**src/rtl/img_in_loader.sv**
```systemverilog
// img_in_loader: buffers an input byte stream in a small FIFO and writes
// it to the image-input RAM port A at base_addr, base_addr+1, ...
// Each write waits for the RAM's d_ready_we pulse. A missing pulse
// aborts the load after TIMEOUT wait cycles.
// Optional build macro LOADER_READBACK_EN: each byte is read back and
// compared after its write (verify_err). When undefined, verify_err = 0.
// Ports:
//   clk, rst                 clock, synchronous active-high reset
//   start/base_addr/length   load request (ignored while busy)
//   in_data/in_valid/in_ready  byte stream in
//   mem_addr/mem_data/mem_we   RAM port A write side
//   mem_q/mem_d_ready_we/re    RAM port A read data and ready pulses
//   busy/done/count            load status
//   timeout_err/verify_err     sticky errors, cleared by next start
module img_in_loader #(
  parameter int         ADDR_W     = 19,
  parameter int         FIFO_DEPTH = 8,
  parameter logic [7:0] TIMEOUT    = 8'd32
) (
  input  logic              clk,
  input  logic              rst,
  input  logic              start,
  input  logic [ADDR_W-1:0] base_addr,
  input  logic [ADDR_W-1:0] length,
  input  logic [7:0]        in_data,
  input  logic              in_valid,
  output logic              in_ready,
  output logic [ADDR_W-1:0] mem_addr,
  output logic [7:0]        mem_data,
  output logic              mem_we,
  input  logic [7:0]        mem_q,
  input  logic              mem_d_ready_we,
  input  logic              mem_d_ready_re,
  output logic              busy,
  output logic              done,
  output logic [ADDR_W-1:0] count,
  output logic              timeout_err,
  output logic              verify_err
);

  localparam int PW = $clog2(FIFO_DEPTH);

  typedef enum logic [2:0] {
    S_IDLE    = 3'd0,
    S_FETCH   = 3'd1,
    S_SETUP   = 3'd2,
    S_WRITE   = 3'd3,
    S_WAIT_WE = 3'd4,
    S_DONE    = 3'd5
`ifdef LOADER_READBACK_EN
    , S_VERIFY = 3'd6
`endif
  } state_t;

  state_t            state_q, state_d;
  logic [ADDR_W-1:0] base_q, base_d;
  logic [ADDR_W-1:0] len_q, len_d;
  logic [ADDR_W-1:0] count_q, count_d;
  logic [ADDR_W-1:0] addr_q, addr_d;
  logic [7:0]        data_q, data_d;
  logic [7:0]        wait_q, wait_d;
  logic              busy_q, busy_d;
  logic              done_q, done_d;
  logic              terr_q, terr_d;
  logic [7:0]        fifo_q [FIFO_DEPTH];
  logic [7:0]        fifo_d [FIFO_DEPTH];
  logic [PW:0]       wr_q, wr_d;
  logic [PW:0]       rd_q, rd_d;
  logic              empty, full, push, pop, flush;
  logic              adv, fin;
  logic [ADDR_W-1:0] cnt_inc;

`ifdef LOADER_READBACK_EN
  logic verr_q, verr_d;
`endif

  // Pointers carry one extra wrap bit to tell full from empty.
  assign empty   = (wr_q == rd_q);
  assign full    = (wr_q[PW] != rd_q[PW]) &&
                   (wr_q[PW-1:0] == rd_q[PW-1:0]);
  assign push    = in_valid & in_ready;
  assign cnt_inc = count_q + ADDR_W'(1);

  always_comb begin
    state_d = state_q;
    base_d  = base_q;
    len_d   = len_q;
    count_d = count_q;
    addr_d  = addr_q;
    data_d  = data_q;
    wait_d  = wait_q;
    busy_d  = busy_q;
    done_d  = 1'b0;
    terr_d  = terr_q;
`ifdef LOADER_READBACK_EN
    verr_d  = verr_q;
`endif
    pop     = 1'b0;
    flush   = 1'b0;
    adv     = 1'b0;
    fin     = 1'b0;

    unique case (state_q)
      S_IDLE: begin
        if (start) begin
          base_d  = base_addr;
          len_d   = length;
          count_d = '0;
          terr_d  = 1'b0;
`ifdef LOADER_READBACK_EN
          verr_d  = 1'b0;
`endif
          busy_d  = 1'b1;
          state_d = (length == '0) ? S_DONE : S_FETCH;
        end
      end
      S_FETCH: begin
        if (!empty) begin
          pop     = 1'b1;
          data_d  = fifo_q[rd_q[PW-1:0]];
          addr_d  = base_q + count_q;
          state_d = S_SETUP;
        end
      end
      S_SETUP: state_d = S_WRITE;
      S_WRITE: begin
        wait_d  = '0;
        state_d = S_WAIT_WE;
      end
      S_WAIT_WE: begin
        if (mem_d_ready_we) begin
`ifdef LOADER_READBACK_EN
          wait_d  = '0;
          state_d = S_VERIFY;
`else
          adv = 1'b1;
`endif
        end else if (wait_q == TIMEOUT - 8'd1) begin
          terr_d = 1'b1;
          fin    = 1'b1;
        end else begin
          wait_d = wait_q + 8'd1;
        end
      end
`ifdef LOADER_READBACK_EN
      S_VERIFY: begin
        if (mem_d_ready_re) begin
          if (mem_q != data_q) verr_d = 1'b1;
          adv = 1'b1;
        end else if (wait_q == TIMEOUT - 8'd1) begin
          terr_d = 1'b1;
          fin    = 1'b1;
        end else begin
          wait_d = wait_q + 8'd1;
        end
      end
`endif
      S_DONE: begin
        // A load that ends here straight from IDLE (length 0) still
        // owes its done pulse; other paths pulsed on the way in.
        done_d  = busy_q;
        busy_d  = 1'b0;
        flush   = 1'b1;
        state_d = S_IDLE;
      end
      default: state_d = S_IDLE;
    endcase

    if (adv) begin
      count_d = cnt_inc;
      if (cnt_inc == len_q) fin = 1'b1;
      else state_d = S_FETCH;
    end
    if (fin) begin
      done_d  = 1'b1;
      busy_d  = 1'b0;
      state_d = S_DONE;
    end
  end

  always_comb begin
    fifo_d = fifo_q;
    wr_d   = wr_q + (PW+1)'(push);
    rd_d   = rd_q + (PW+1)'(pop);
    if (push) fifo_d[wr_q[PW-1:0]] = in_data;
    if (flush) begin
      wr_d = '0;
      rd_d = '0;
    end
  end

  always_ff @(posedge clk) begin
    if (rst) begin
      state_q <= S_IDLE;
      base_q  <= '0;
      len_q   <= '0;
      count_q <= '0;
      addr_q  <= '0;
      data_q  <= '0;
      wait_q  <= '0;
      busy_q  <= 1'b0;
      done_q  <= 1'b0;
      terr_q  <= 1'b0;
      wr_q    <= '0;
      rd_q    <= '0;
    end else begin
      state_q <= state_d;
      base_q  <= base_d;
      len_q   <= len_d;
      count_q <= count_d;
      addr_q  <= addr_d;
      data_q  <= data_d;
      wait_q  <= wait_d;
      busy_q  <= busy_d;
      done_q  <= done_d;
      terr_q  <= terr_d;
      wr_q    <= wr_d;
      rd_q    <= rd_d;
    end
  end

  always_ff @(posedge clk) begin
    fifo_q <= fifo_d;
  end

`ifdef LOADER_READBACK_EN
  always_ff @(posedge clk) begin
    if (rst) verr_q <= 1'b0;
    else     verr_q <= verr_d;
  end
  assign verify_err = verr_q;
`else
  logic unused_rb;
  assign unused_rb  = ^{mem_q, mem_d_ready_re};
  assign verify_err = 1'b0;
`endif

  assign in_ready    = busy_q & ~full;
  assign mem_addr    = addr_q;
  assign mem_data    = data_q;
  assign mem_we      = (state_q == S_WRITE);
  assign busy        = busy_q;
  assign done        = done_q;
  assign count       = count_q;
  assign timeout_err = terr_q;

endmodule

```
**config.mk**
```make
export PLATFORM = sky130hd
export DESIGN_NAME = img_in_loader
export DESIGN_NICKNAME = d
export VERILOG_FILES = /design/src/rtl/img_in_loader.sv
export SDC_FILE = /design/constraint.sdc
export NUM_CORES = 1
export LEC_CHECK = 0
export ABC_AREA = 1
export BUFFER_PORTS_ARGS = -buffer_cell sky130_fd_sc_hd__buf_2
export CAP_MARGIN = 30
export CORE_ASPECT_RATIO = 0.5
export CORE_MARGIN = 2
export CORE_UTILIZATION = 40
export CTS_CLUSTER_DIAMETER = 80
export DETAILED_ROUTE_END_ITERATION = 10
export HOLD_SLACK_MARGIN = 0.06
export SLEW_MARGIN = 10
export SYNTH_ARGS = -nofsm -noshare
export SYNTH_HDL_FRONTEND = slang
export SYNTH_SLANG_ARGS = --single-unit
```
**constraint.sdc**
```tcl
create_clock -name clk -period 2.15 [get_ports clk]
set_clock_uncertainty 0.05 [all_clocks]
set_input_delay 0.3225 -clock clk [delete_from_list [all_inputs] [get_ports clk]]
set_output_delay 0.3225 -clock clk [all_outputs]
set_load 0.02 [all_outputs]
```
==> results.md <==
- TritonCTS built the clock tree.
- The routed via count is 7460.
- For the worst-skew pair, the clock arrives at the later sink with an insertion delay of 0.43 ns.
- Setup slack closes at 0.0894 ns.
- In this run the register-to-register setup slack is 0.09 ns.
- The initial antenna violation count is 0.
- The worst slew margin relative to its limit is 0.655.
- The worst hold path terminates at base_q[2]$_SDFFE_PP0P_.
- The clock period minus final worst setup slack is 2.06 ns.
- The post-placement setup slack is -0.0188 ns.
- Data on the critical path arrives at its endpoint at 2.39 ns.
- In this run the worst path has a maximum fanout of 6.
- The accumulated negative setup slack is 0 ns.
- The number of hold buffers added after CTS was 0.
- The worst setup path category is register to register.
- For this run, the detailed router's first-pass iteration total came to 5.
- STA classifies the critical path startpoint as a register.
- During I/O placement, the number of pins put on the boundary was 112.
- The number of inserted diodes is 0.
- Once detailed placement completed, the half-perimeter wirelength came to 16000 µm.
- The number of cells on the worst reg-to-reg path is 16.
- The routed length per instance is 14.8 µm.
- The clock power share is 0.402.
- The XOR/XNOR share of the synthesized area is 0.0288.
- The worst reg2reg path startpoint is count[4]$_SDFFE_PP0P_.
- The part of the total power dissipated in sequential elements is 0.482.
- After synthesis the netlist holds a flip-flop and latch count of 170.
- In this run the remaining antenna-violating nets after routing total 0.
- The count of pins over their slew limit was 0.
- Of the total synthesized cell area, the portion taken by AND, OR, NAND and NOR gates is 0.247.
- The worst setup path is captured at a register.
- In the final layout, the multi-input gates occupy 3860 µm².
- The remaining global-route overflow is 0.
- For this run, the number of Yosys warnings is 0.
- The layout overhead on the synthesized area is 21.4%.
- Row generation in the floorplan step produced 37 rows.
- The achievable clock frequency is 0.485 GHz.
- The global placement routability congestion is 0.877.
- In the global route stage, overall resource usage came out at 0.204.
- The cell count after placement is 1445.
- Dividing total power by cell area gives a power density of 726 nW/µm².
- The switching share of power is 0.281.
- Setup repair after global routing could not meet its margin everywhere.
- The number of standard cells after synthesis is 1053.
- The wire length of the first global-routing pass is 35400 µm.
- Across the VDD grid, the largest voltage drop is 0.368 mV.
- The clock tree root buffer cell is clkbuf_16.
- The area fraction in compound gates after synthesis is 0.139.
- The share of the Yosys chip area taken by registers is 0.483.
- The fraction of final layout cells with drive strength greater than 1 is 0.205.
- The number of sinks driven by the clock tree is 170.
- The synthesized-area fraction occupied by adder cells is 0.0382.
- The combinational family with the most area after synthesis is simple AND/OR/NAND/NOR gates.
- The startpoint of the tightest hold check path is base_addr[2].
- The maximum number of pins on one net before global-route repair is 55.
- The min-delay analysis places its worst path in the category primary input to register.
- Setup violations remaining at the end of the flow were counted as 0.
- The net count after synthesis is 1138.
- At the end of the flow, the number of nets in the layout was 1280.
- The largest total area in the synthesized netlist belongs to dfxtp_1.
- The count of flip-flops with a built-in enable after synthesis is 64.
- The final period utilization is 0.958.
- The die is 106 µm tall.
- The mux contribution to synthesized area is 0.
- The sequential cell area in the final layout is 4050 µm².
- Counting along the longest clock path gives a buffer depth of 2.
- The proportion of register bits with asynchronous set or reset after synthesis is 0.
- The critical register-to-register path endpoint is state_q[2]$_SDFF_PP0_.
- For this run, design rule violations remaining after detail routing come to 0.
- The leakage power total is 4.35 nW.
- The most used flip-flop cell after synthesis is dfxtp_1.
- Synthesis instantiated 47 different standard cells from the library.
- The power spent charging and discharging nets is 2.08 mW.
- At the pin with the least slew margin, the transition time is 0.517 ns.
- nand2_1 is the most common cell in the netlist.
- The total detailed-routing wirelength is 22000 µm.
- The number of global-route vias before repair is 7180.
- The starting density of the core is 0.407.
- The via count normalized by instance count is 5.04.
- The post-route non-filler standard cell count is 1480.
- For this block, the initial DRC count from the detailed router was 392.
- The combinational group share of total power is 0.116.
- Data on the critical path is required at its endpoint by 2.48 ns.
- The core region is 20600 µm².
- Cell internal power was estimated by the tool at 5.31 mW.
- Across the run, the number of max-cap violations was 0.
- The worst hold path was traced through 3 stages.
- The commonest cells after synthesis are nand2_1 (199), nor2_1 (160), o21ai_0 (110).
- After clock tree synthesis, the clock-pin slew on the worst setup and hold paths is 0.07 ns.
- The flow ran to the end, and the final reports show no timing, DRC or antenna violations.
- The count of buffers added on input and output ports is 101.
- TritonCTS created 17 clock buffers.
- By area the synthesized netlist is led by dfxtp_1 (25%), edfxtp_1 (23%), nand2_1 (8.9%).
- The combined area of all synthesized cells is 8370 µm².
- Dividing the synthesized area by the synthesized cell count gives 7.95 µm².
- Of the post-synthesis cell area, the dominant cell type holds 0.253.
- CTS built an H-tree with a depth of 4.
- The total die area is 22200 µm².
- The die is 209 µm wide.
- The final-layout fill cell count is 2012.
- The final hold violation count is 0.
[cells by family after synthesis]
kind of cell	after synthesis
flip-flops	170
other	1
AO/OA/AOI/OAI	217
buffers and inverters	136
XOR/XNOR	24
adder cells (fa/ha/maj)	25
AND/OR/NAND/NOR	480
[how the worst max path moves through the flow]
stage	cells after the start	slack [ns]	to	startpoint
after global placement	12	0.02	mem_addr[16]$_SDFFE_PP0P_	count[0]$_SDFFE_PP0P_
after global routing	15	-0.03	done$_SDFF_PP0_	count[0]$_SDFFE_PP0P_
after detailed placement	12	-0.02	mem_addr[16]$_SDFFE_PP0P_	count[0]$_SDFFE_PP0P_
after CTS	12	0.04	mem_addr[16]$_SDFFE_PP0P_	count[0]$_SDFFE_PP0P_
final	16	0.09	state_q[2]$_SDFF_PP0_	count[4]$_SDFFE_PP0P_
after floorplan	14	0.03	rd_q[2]$_SDFF_PP0_	rd_q[1]$_SDFF_PP0_
[metal layers]
layer  routed length [µm]  global-route usage  up-vias
li1                     -                   -     3792
met1                10100               0.267     3478
met2                10600               0.349      175
met3                 1070              0.0419       15
met4                  178              0.0469        0
met5                    0                   0        -
[critical path, cell delays in order, from the launching register on]
cell	delay (ns)
dfxtp_1	0.36
buf_4	0.16
nand2_1	0.11
nor2_2	0.15
nand2_4	0.12
nor2_4	0.15
buf_4	0.12
nand2_1	0.05
nand2_1	0.06
nand3_1	0.06
nand2_1	0.06
nand2_1	0.06
nor2_2	0.16
nand2_2	0.13
nand3_1	0.09
nand2_1	0.06
inv_1	0.05
[power by group through the flow]
stage | logic, mW | registers [mW] | clock network (mW)
final | 0.857 | 3.56 | 2.97
after global routing | 0.972 | 3.58 | 3.16
after CTS | 0.857 | 3.57 | 3.01
after detailed placement | 0.851 | 3.64 | 0
after global placement | 0.838 | 3.64 | 0
after floorplan | 0.528 | 3.66 | 0
[area by class of cell]
cell class / instances / share of cell area
Inverter: 99 / 0.0369
Tap cell: 273 / 0.0336
Sequential cell: 170 / 0.398
Clock buffer: 18 / 0.0422
Timing Repair Buffer: 160 / 0.0957
Clock inverter: 13 / 0.0133
Multi-Input combinational cell: 747 / 0.380
[cell usage in the layout, fill, tap and decap left out, drive strengths merged, types with 9 or more instances in the layout]
| cell type | netlist | final |
|---|---|---|
| nand4 | 10 | 10 |
| nand2 | 212 | 212 |
| xnor2 | 11 | 11 |
| clkbuf | 29 | 18 |
| inv | 97 | 103 |
| nor3 | 13 | 13 |
| buf | 8 | 160 |
| nand3 | 57 | 57 |
| ha | 24 | 24 |
| dfxtp | 106 | 106 |
| o22ai | 9 | 9 |
| nor2 | 173 | 173 |
| edfxtp | 64 | 64 |
| a21oi | 73 | 73 |
| o21ai | 114 | 114 |
| a31oi | 10 | 10 |
| xor2 | 11 | 11 |
[what timing repair did]
item,4_1_cts,5_1_grt
pin swaps,0,4
buffers inserted,0,4
gates resized for setup,1,22
setup endpoints to repair,1,34
[sequential cells by signal, summed over array words and instances, names as in the netlist]
signal / cells
fifo_q: 64
base_q: 19
count: 19
len_q: 19
mem_addr: 19
mem_data: 8
wait_q: 8
rd_q: 4
wr_q: 4
state_q: 3
busy: 1
done: 1
timeout_err: 1
[per-stage QoR]
stage / power [mW] / utilization / hold slack (ns) / instance area, µm²
after floorplan: 4.19 / - / 0.371 / 8380
after global placement: 4.47 / 0.462 / 0.400 / 9510
after detailed placement: 4.49 / 0.462 / 0.403 / 9510
after CTS: 7.44 / 0.490 / 0.0741 / 10100
after global routing: 7.71 / 0.495 / 0.0794 / 10200
final: 7.39 / 0.495 / 0.0942 / 10200
(Power assumes the default switching activity.)
